### src/rtl/mux4_rr_arbiter.sv
// Round-robin arbiter feeding a 4-way select into one registered output stage,
// with optional burst hold so one requester can keep the grant for BURST transfers.
module mux4_rr_arbiter #(
   parameter int unsigned WIDTH = 8,
   parameter int unsigned BURST = 4
) (
   input  logic             clk,
   input  logic             rst,
   input  logic [3:0]       req_valid,
   input  logic [WIDTH-1:0] req_data0,
   input  logic [WIDTH-1:0] req_data1,
   input  logic [WIDTH-1:0] req_data2,
   input  logic [WIDTH-1:0] req_data3,
   output logic [3:0]       req_ready,
   output logic [1:0]       sel,
   output logic             out_valid,
   output logic [WIDTH-1:0] out_data,
   output logic [1:0]       out_src,
   input  logic             out_ready
);

   localparam int unsigned CNT_W = 4;

   typedef enum logic {
      IDLE   = 1'b0,
      LOCKED = 1'b1
   } state_e;

   state_e             state_q, state_d;
   logic [1:0]         ptr_q, ptr_d;
   logic [1:0]         owner_q, owner_d;
   logic [CNT_W-1:0]   cnt_q, cnt_d;
   logic               out_valid_q, out_valid_d;
   logic [WIDTH-1:0]   out_data_q, out_data_d;
   logic [1:0]         out_src_q, out_src_d;

   logic               load_en;
   logic               hold;
   logic               grant;
   logic [1:0]         winner;
   logic [1:0]         scan_idx;
   logic [7:0]         dbl_req;
   logic [3:0]         rot_req;
   logic [WIDTH-1:0]   mux_data;

   // Rotate requests so bit 0 is the pointer position, then take the first set bit.
   always_comb begin
      dbl_req  = {req_valid, req_valid};
      rot_req  = 4'(dbl_req >> ptr_q);
      scan_idx = ptr_q;
      if (rot_req[0])      scan_idx = ptr_q;
      else if (rot_req[1]) scan_idx = ptr_q + 2'd1;
      else if (rot_req[2]) scan_idx = ptr_q + 2'd2;
      else if (rot_req[3]) scan_idx = ptr_q + 2'd3;
   end

   always_comb begin
      load_en   = !out_valid_q || out_ready;
      hold      = (state_q == LOCKED) && req_valid[owner_q] && (cnt_q < CNT_W'(BURST - 1));
      grant     = !rst && load_en && (|req_valid);
      winner    = hold ? owner_q : scan_idx;
      req_ready = grant ? (4'b0001 << winner) : 4'b0000;
      sel       = rst ? 2'd0 : (grant ? winner : owner_q);
   end

   // The shared mux4 datapath, steered by sel.
   always_comb begin
      case (sel)
         2'd0:    mux_data = req_data0;
         2'd1:    mux_data = req_data1;
         2'd2:    mux_data = req_data2;
         default: mux_data = req_data3;
      endcase
   end

   always_comb begin
      state_d     = state_q;
      ptr_d       = ptr_q;
      owner_d     = owner_q;
      cnt_d       = cnt_q;
      out_valid_d = out_valid_q;
      out_data_d  = out_data_q;
      out_src_d   = out_src_q;
      if (grant) begin
         out_valid_d = 1'b1;
         out_data_d  = mux_data;
         out_src_d   = winner;
         state_d     = LOCKED;
         if (hold) begin
            cnt_d = cnt_q + CNT_W'(1);
         end else begin
            // Fresh grant, including an expired owner winning the scan again.
            owner_d = winner;
            cnt_d   = '0;
            ptr_d   = winner + 2'd1;
         end
      end else if (load_en) begin
         out_valid_d = 1'b0;
         if (!req_valid[owner_q]) begin
            state_d = IDLE;
            cnt_d   = '0;
         end
      end
   end

   always_ff @(posedge clk or posedge rst) begin
      if (rst) begin
         state_q     <= IDLE;
         ptr_q       <= 2'd0;
         owner_q     <= 2'd0;
         cnt_q       <= '0;
         out_valid_q <= 1'b0;
         out_data_q  <= '0;
         out_src_q   <= 2'd0;
      end else begin
         state_q     <= state_d;
         ptr_q       <= ptr_d;
         owner_q     <= owner_d;
         cnt_q       <= cnt_d;
         out_valid_q <= out_valid_d;
         out_data_q  <= out_data_d;
         out_src_q   <= out_src_d;
      end
   end

   assign out_valid = out_valid_q;
   assign out_data  = out_data_q;
   assign out_src   = out_src_q;

endmodule

### config.mk
export PLATFORM = sky130hd
export DESIGN_NAME = mux4_rr_arbiter
export DESIGN_NICKNAME = d
export VERILOG_FILES = /design/src/rtl/mux4_rr_arbiter.sv
export SDC_FILE = /design/constraint.sdc
export NUM_CORES = 1
export LEC_CHECK = 0
export ABC_AREA = 1
export CAP_MARGIN = 20
export CORE_MARGIN = 1.5
export CORE_UTILIZATION = 35
export CTS_BUF_LIST = sky130_fd_sc_hd__clkbuf_8
export DETAILED_ROUTE_END_ITERATION = 10
export MAX_ROUTING_LAYER = met4
export PLACE_DENSITY = 0.66
export SLEW_MARGIN = 30
export SYNTH_ARGS = -nofsm -noshare
export SYNTH_HDL_FRONTEND = slang
export SYNTH_SLANG_ARGS = --single-unit
### constraint.sdc
create_clock -name clk -period 2.81 [get_ports clk]
set_input_delay 0.4215 -clock clk [delete_from_list [all_inputs] [get_ports clk]]
set_output_delay 0.4215 -clock clk [all_outputs]
set_load 0.01 [all_outputs]
Word level (Yosys, flattened, before mapping)
Index checks and enable logic that the tools add are counted.
W data, S select, Z words.
{ "classes": {"shifts": 2, "n_reduce_logical": 12, "n_mul": 0, "addsub": 5, "n_bitwise": 1, "div": 0, "n_lt_le_gt_ge": 2, "eq_ne": 3, "n_mux": 20} }
{ "ops": {"columns": ["operator", "count"], "rows": [
  ["$pmux W8 S3", 1],
  ["$mux W4", 5],
  ["$mux W2", 7],
  ["$shr A8 B2 Y4", 1],
  ["$mux W1", 6],
  ["$add A2 B1 Y2 const B", 2],
  ["$add A2 B2 Y2 const B", 2],
  ["$add A4 B1 Y4 const B", 1],
  ["$logic_and A1 B1 Y1", 4],
  ["$lt A4 B2 Y1 const B", 1],
  ["$reduce_and A2 Y1", 2],
  ["$reduce_or A4 Y1", 1],
  ["$shl A1 B2 Y4 const A", 1],
  ["$lt A2 B3 Y1 const B", 1],
  ["$bmux W1 S2", 1],
  ["$eq A2 B1 Y1 const B", 1],
  ["$eq A2 B2 Y1 const B", 1],
  ["$logic_not A1 Y1", 2],
  ["$logic_not A2 Y1", 1],
  ["$ne A2 B2 Y1 const B", 1],
  ["$reduce_bool A2 Y1", 1],
  ["$logic_or A1 B1 Y1", 1],
  ["$not A1 Y1", 1]
]} }
{ "totals": {"mem_bits_rw": 0, "elab_cells": 52, "rom_bits": 0, "ff_bits": 20, "inputBits": 39, "memories": 0, "latchBits": 0, "out_inout_bits": 17} }

Depth between registers and ports, before layout
Gate-level depths: netlist (run 1).
{ "logic_depth": {"ltp_word": 10, "depth_mapped": 19, "mapped_depth_nobuf": 17} }

Worst setup path before layout (run 1)
No wires, ideal clock.
{ "synth_path": {"kind": "reg2out", "from": "register cnt_q[0]", "to": "output req_ready[0]", "setup_slack_ns": 0.733, "required_ns": 2.389, "stages_incl_launch_ff": 8, "t_arrival_ns": 1.655, "path_cell_list": "dfrtp_1 -> ha_1 -> nor3_1 -> nand4_2 -> o21ai_0 -> ha_1 -> inv_1 -> nor2_1"} }
{ "synth_via": {"elab_chain_len": 5} }
{ "synth_lines": {"columns": ["item", "line", "text"], "rows": [
  ["start, declared", "32", "logic [CNT_W-1:0] cnt_q, cnt_d;"],
  ["start signal, assigned", "119", "cnt_q <= cnt_d;"],
  ["$lt A4 B2 Y1", "59", "hold = (state_q == LOCKED) && req_valid[owner_q] && (cnt_q < CNT_W'(BURST - 1));"],
  ["$logic_and A1 B1 Y1", "59", null],
  ["$mux W2", "61", "winner = hold ? owner_q : scan_idx;"],
  ["$shl A1 B2 Y4", "62", "req_ready = grant ? (4'b0001 << winner) : 4'b0000;"],
  ["$mux W4", "62", null],
  ["end, declared", "14", "output logic [3:0] req_ready,"]
]} }
Every way passes these cells.

Final worst setup path (run 1)
{ "layout_path": {"from": "input req_valid[3]", "to": "output req_ready[2]"} }
{ "layout_via": {"elab_chain_len": 8} }
{ "layout_lines": {"columns": ["item", "line", "text"], "rows": [
  ["start, declared", "9", "input logic [3:0] req_valid,"],
  ["$shr A8 B2 Y4", "49", "rot_req = 4'(dbl_req >> ptr_q);"],
  ["$mux W2", "54", "else if (rot_req[3]) scan_idx = ptr_q + 2'd3;"],
  ["$mux W2", "53", "else if (rot_req[2]) scan_idx = ptr_q + 2'd2;"],
  ["$mux W2", "52", "else if (rot_req[1]) scan_idx = ptr_q + 2'd1;"],
  ["$mux W2", "51", "if (rot_req[0]) scan_idx = ptr_q;"],
  ["$mux W2 (*)", "61", null],
  ["via winner[1]", "40", "logic [1:0] winner;"],
  ["$shl A1 B2 Y4 (*)", "62", null],
  ["$mux W4 (*)", "62", null]
]} }
The timed path passes the listed nets; every way through them passes the cells marked *. The select of a mux whose other input is x is not followed.

==> results of run 1 <==
-- Yosys cell counts --
| cell | number |
|---|---|
| a21oi_1 | 2 |
| a31oi_1 | 1 |
| buf_2 | 2 |
| buf_6 | 7 |
| buf_8 | 1 |
| dfrtp_1 | 20 |
| ha_1 | 5 |
| inv_1 | 42 |
| inv_2 | 4 |
| inv_6 | 1 |
| nand2_1 | 68 |
| nand2_2 | 9 |
| nand2_4 | 1 |
| nand3_1 | 34 |
| nand3_2 | 1 |
| nand4_1 | 13 |
| nand4_2 | 1 |
| nor2_1 | 10 |
| nor2_2 | 1 |
| nor3_1 | 1 |
| o211ai_2 | 3 |
| o21a_1 | 1 |
| o21ai_0 | 10 |
| o21ai_1 | 2 |
| o21ai_2 | 1 |
| xnor2_1 | 1 |
-- kinds of logic after synthesis --
logic type	share of synthesized area
simple gates	0.395
buf+inv	0.175
compound gates	0.0797
flops	0.307
fa+ha+maj	0.0383
xor+xnor	0.00536
-- placed cells by master, fill, tap and decap left out, drive strengths merged, types with 8 or more instances in the layout --
cell type      netlist  final
buf                 10     18
clkbuf               0      8
clkdlybuf4s50        0     46
dfrtp               20     20
inv                 47     47
nand2               78     78
nand3               35     35
nand4               14     14
nor2                11     11
o21ai               13     13
-- worst max-delay path, delay by kind of cell --
kind                       cells  cell delay [ns]
adders and majority gates      1             0.16
buffers and inverters          7             1.02
and+or+nand+nor                7             0.48
AOI/OAI and AO/OA              1             0.08
-- metal layers --
layer,track usage,up-vias,share of wire
li1,-,899,-
met5,-,-,0
met2,0.295,26,0.50
met1,0.226,768,0.47
met3,0.0225,2,0.025
met4,0.0461,0,0.0069
-- metrics by stage --
step / worst slack [ns] / instance area [um^2] / hold WS (ns)
6_report: 0.223 / 2340 / 0.477
5_1_grt: 0.0106 / 2340 / 0.499
4_1_cts: 0.0706 / 2340 / 0.479
3_5_place_dp: -0.290 / 2280 / 0.467
3_3_place_gp: -0.233 / 2280 / 0.461
2_1_floorplan: 0.733 / 1630 / 0.447
-- worst max-delay path by stage --
| stage | startpoint | to | slack, ns |
|---|---|---|---|
| floorplan | cnt_q[0]$_DFFE_PP0P_ | req_ready[0] | 0.73 |
| global placement | req_valid[3] | req_ready[3] | -0.23 |
| detailed placement | req_valid[2] | req_ready[1] | -0.29 |
| CTS | req_valid[2] | req_ready[2] | 0.07 |
| finish | req_valid[3] | req_ready[2] | 0.22 |
| global route | req_valid[3] | req_ready[3] | 0.01 |
-- flip-flops by register name (all words and copies together) (netlist names) --
register	flops
ptr_q	2
state_q	1
out_valid	1
owner_q	2
out_data	8
out_src	2
cnt_q	4
-- power by group --
| group | internal (mW) | total, mW | switching (mW) |
|---|---|---|---|
| Combinational | 0.629 | 1.40 | 0.772 |
| Clock | 0.125 | 0.230 | 0.105 |
| Sequential | 0.398 | 0.502 | 0.104 |
| Total | 1.15 | 2.13 | 0.982 |
-- cell type report --
type	count	area, um^2
Multi-Input combinational cell	165	872
Inverter	47	181
Sequential cell	20	502
Timing Repair Buffer	73	663
Fill cell	464	2080
Clock buffer	4	55.1
Tap cell	52	65.1
-- timing repair --
action	CTS	global route
endpoints found under the setup margin	6	4
setup buffers	0	0
cloned	0	0
pin swaps	0	1
resized for setup	13	12
==> impl_metrics.py, run 1 <==
metrics = {
    "placed_design": {
        "placed_cells": 357,
        "place.gp.congestion": 0.910,
        "dpl.hpwl_mm": 3.06,
        "io_buffers": 55,
    },
    "floorplan": {
        "die_y_um": 71.3,
        "core_um2": 4410,
        "die_x_um": 71.3,
        "start_util": 0.370,
        "die_area_um2": 5080,
        "rows": 24,
        "pin_count": 56,
    },
    "routing": {
        "vias": 1695,
        "drc": 0,
        "drtIter0Drc": 103,
        "post_drt_wl_per_cell_um": 11.7,
        "wl_mm": 4.22,
        "drtAntennaViolNets": 0,
        "routed_via_density": 4.70,
        "dr.pass1.iters": 4,
    },
    "cts": {
        "cts_tree": "built",
        "clk_pin_slew_ns": 0.08,
        "hold_buffers": 0,
        "cts_buffer_depth": 2,
        "cts_buffers": 3,
        "clock_sinks": 20,
        "insertion_delay_ns": 0.26,
        "cts-root-buf": "clkbuf_8",
        "htree_levels": 1,
    },
    "logic_synthesis": {
        "synth_top_area_share": 0.307,
        "ys_seq_area_frac": 0.307,
        "syn_nets": 286,
        "syn_inst": 242,
        "synthTopCellsByArea": "dfrtp_1, nand2_1, nand3_1, inv_1, nand4_1",
        "synth.distinct_cells": 26,
        "syn_avg_cell_area_um2": 6.75,
        "synth_top_cell_by_area": "dfrtp_1",
        "synth_area_um2": 1630,
        "ys_warn_count": 0,
        "synth-seq-cells": 20,
    },
    "setup_path": {
        "worst-setup-path-type": "in -> out",
        "worstReg2RegEnd": "out_data[3]$_DFFE_PP0P_",
        "cp.arrival_ns": 2.17,
        "critPathMostFrequentCell": "inv_1",
        "reg2reg_depth": 14,
        "cp_max_fo": 4,
        "reg2reg_from": "cnt_q[0]$_DFFE_PP0P_",
        "crit_path_top_delay_cell": "clkdlybuf4s50_1",
        "cpPeakStageDelay_ns": 0.51,
        "critPathRequiredTime_ns": 2.39,
        "cp-end-kind": "output pin",
        "start_kind": "input pin",
        "rrSetupSlack_ns": 0.62,
        "path_cells": "clkdlybuf4s50_1 > inv_1 > nand2_1 > nand3_2 > inv_1 > nor2_1 > nand2_1 > nand2_1 > nand3_1 > o21ai_0 > buf_4 > inv_1 > ha_2 > inv_1 > nor2_1 > clkbuf_2",
    },
    "job": {
        "cap_violations": 0,
    },
    "sta": {
        "worst_pin_slew_ns": 0.488,
        "relSlewSlack": 0.675,
        "fin_skew_ns": 0.00251,
        "fmax_mhz": 387,
        "rsz0062_at_grt": "no",
        "min_period_over_period": 0.920,
        "setup-violations-final": 0,
        "setup_tns_ns": 0,
        "hold_viol_final": 0,
        "finalCriticalPeriod_ns": 2.59,
        "slew_violations": 0,
    },
    "power": {
        "p_total_mw": 2.13,
        "power.leakage_nw": 1.25,
        "ir_drop_mv": 0.453,
        "powerDensity_nw_per_um2": 912,
    },
    "layout": {
        "syn_to_final_growth_pct": 43.2,
        "final_util": 0.530,
        "layout.nets": 354,
        "drive_gt1_frac": 0.175,
        "instances_no_fill": 361,
        "diodes": 0,
    },
    "worst_hold_path": {
        "hold_class": "reg -> reg",
        "hold_start": "cnt_q[0]$_DFFE_PP0P_",
        "worstHoldEndpoint": "cnt_q[0]$_DFFE_PP0P_",
        "hold_depth": 1,
    },
    "global_routing": {
        "grt_max_degree": 39,
        "grt_pass1_wl_mm": 7.08,
        "first_global_vias": 1591,
        "overflow": 0,
        "antenna_found_initial": 0,
        "grt_usage": 0.177,
    },
    "status": {
        "status": "finished, final reports clean",
    },
}
Power figures use the tool's default switching activity.
==> run 2: changes to the inputs <==
- CTS_CLUSTER_SIZE: default -> 40
==> results of run 2 <==
Final layout, timing and power as in run 1 (identical DEF).
==> run 3: changes to the inputs <==
- CORE_UTILIZATION: 35 -> 39
- PLACE_DENSITY: 0.66 -> 0.72
==> run 3 against run 2 <==
Against the previous run: wire length is 3.2% lower; sequential power hardly changed; utilization is 7.2 points higher; global-route usage is 1.3 points higher; total power is 7.3% higher; die area is 9.8% lower; combinational power is 6% higher; flip-flop and latch count stayed put; first-iteration DRC count is 41% lower; largest power group unchanged.
==> impl_metrics.py, run 3 (synthesized netlist as in run 1, its figures left out) <==
metrics = {
    "floorplan": {
        "pin_count": 56,
        "die_x_um": 67.7,
        "die_y_um": 67.7,
        "core_um2": 4000,
        "rows": 23,
        "start_util": 0.408,
        "die_area_um2": 4580,
    },
    "power": {
        "sw_frac_of_total": 0.442,
        "p_total_mw": 2.29,
        "p_seq_frac": 0.221,
        "pwr-share-comb": 0.653,
        "powerDensity_nw_per_um2": 950,
        "power.leakage_nw": 1.31,
        "power.internal_mw": 1.28,
        "pwr-share-clk": 0.127,
        "ir_drop_mv": 0.458,
        "power.switching_mw": 1.01,
    },
    "setup_path": {
        "start_kind": "flop",
        "cp.arrival_ns": 2.23,
        "reg2reg_from": "cnt_q[0]$_DFFE_PP0P_",
        "reg2reg_depth": 15,
        "rrSetupSlack_ns": 0.50,
        "worst-setup-path-type": "reg -> out",
        "worstReg2RegEnd": "out_data[4]$_DFFE_PP0P_",
        "cp-end-kind": "output pin",
        "critPathRequiredTime_ns": 2.39,
        "cp_max_fo": 6,
    },
    "layout": {
        "finalInstanceArea_um2": 2410,
        "layout_commonest_cell": "nand2_1",
        "diodes": 0,
        "final_util": 0.602,
        "drive_gt1_frac": 0.170,
        "instances_no_fill": 362,
        "syn_to_final_growth_pct": 47.5,
        "layout.nets": 357,
        "fillers": 372,
        "final_cell_mix": "nand2_1, clkdlybuf4s50_1, inv_1",
        "largest_register_ffs": 8,
    },
    "sta": {
        "fmax_mhz": 377,
        "relSlewSlack": 0.686,
        "setup_ws_ns": 0.156,
        "setup_tns_ns": 0,
        "setup-violations-final": 0,
        "min_period_over_period": 0.944,
        "hold_viol_final": 0,
        "worst_pin_slew_ns": 0.471,
        "fin_skew_ns": 0.00234,
        "finalCriticalPeriod_ns": 2.65,
        "slew_violations": 0,
        "holdWs_ns": 0.482,
    },
    "worst_hold_path": {
        "hold_class": "reg -> reg",
        "worstHoldEndpoint": "out_data[7]$_DFFE_PP0P_",
        "hold_start": "out_data[7]$_DFFE_PP0P_",
        "hold_depth": 2,
    },
    "routing": {
        "wl_mm": 4.09,
        "drc": 0,
        "drtAntennaViolNets": 0,
        "dr.pass1.iters": 4,
        "routed_via_density": 4.75,
        "vias": 1718,
        "drtIter0Drc": 61,
        "post_drt_wl_per_cell_um": 11.3,
    },
    "placed_design": {
        "placed_cells": 355,
        "postPlaceCellArea_um2": 2280,
        "dpl.hpwl_mm": 3.07,
        "io_buffers": 55,
        "place.gp.congestion": 0.828,
        "preCtsSetupSlack_ns": -0.371,
    },
    "global_routing": {
        "grt_usage": 0.189,
        "grt_pass1_wl_mm": 6.58,
        "overflow": 0,
        "antenna_found_initial": 0,
        "first_global_vias": 1562,
        "grt_max_degree": 39,
    },
    "cts": {
        "cts_tree": "built",
        "cts-root-buf": "clkbuf_8",
        "cts_buffers": 3,
        "clk_pin_slew_ns": 0.08,
        "insertion_delay_ns": 0.26,
        "htree_levels": 1,
        "clock_sinks": 20,
        "cts_buffer_depth": 2,
    },
    "job": {
        "cap_violations": 0,
    },
    "status": {
        "status": "finished, final reports clean",
    },
}
[run 3: cell count changes in the layout (fill, tap and decap cells not counted), sizes merged]
cell | previous run | this run
clkbuf | 8 | 3
buf | 18 | 21
dlymetal6s2s | 1 | 4
dlygate4sd2 | 4 | 6
bufinv | 0 | 1
clkdlybuf4s50 | 46 | 45
[run 3: worst max-delay path: stages (launching register included)]
cell and delay [ns]:
dfrtp_1 0.40, ha_1 0.21, nor3_2 0.22, nand4_4 0.16, buf_4 0.17, nand2_1 0.09, inv_2 0.07, buf_4 0.13
nand2_2 0.08, nand2_4 0.05, nand2_2 0.05, inv_1 0.04, dlygate4sd2_1 0.29
[run 3: layout make-up]
class	count	area, um^2	share of cell area
clock inverters	1	30.0	0.0125
clock buffers	3	41.3	0.0171
well taps	50	62.6	0.0260
flip-flops and latches	20	502	0.208
multi-input cells	165	881	0.366
inverters	47	181	0.0753
repair buffers	76	711	0.295
[run 3: worst max path at each step]
stage / startpoint / to / depth (start not counted) / slack (ns)
2_1_floorplan: cnt_q[0]$_DFFE_PP0P_ / req_ready[0] / 7 / 0.73
3_3_place_gp: req_valid[2] / req_ready[1] / 17 / -0.35
3_5_place_dp: req_valid[3] / req_ready[1] / 17 / -0.37
4_1_cts: req_valid[3] / req_ready[3] / 16 / 0.05
5_1_grt: cnt_q[0]$_DFFE_PP0P_ / sel[0] / 12 / -0.01
6_report: cnt_q[0]$_DFFE_PP0P_ / sel[0] / 12 / 0.16
[run 3: routing by layer]
metal / vias to the layer above / track usage / routed length, um
met5: - / - / 0
met4: 0 / 0.0638 / 77
met3: 8 / 0.0267 / 114
met2: 25 / 0.315 / 2060
met1: 781 / 0.234 / 1830
li1: 904 / - / -
[run 3: power by group through the flow]
stage	sequential, mW	clock [mW]	combinational [mW]
final	0.505	0.290	1.49
after global placement	0.500	0	1.39
after detailed placement	0.502	0	1.41
after floorplan	0.492	0	0.954
after CTS	0.502	0.300	1.43
after global routing	0.523	0.310	1.69
[run 3: timing repair]
item / CTS / global route
endpoints found under the setup margin: 6 / 5
setup buffers: 0 / 3
endpoints found under the hold margin: 0 / 0
hold buffers: 0 / 0
gates resized for setup: 12 / 8
pin swaps: 0 / 1
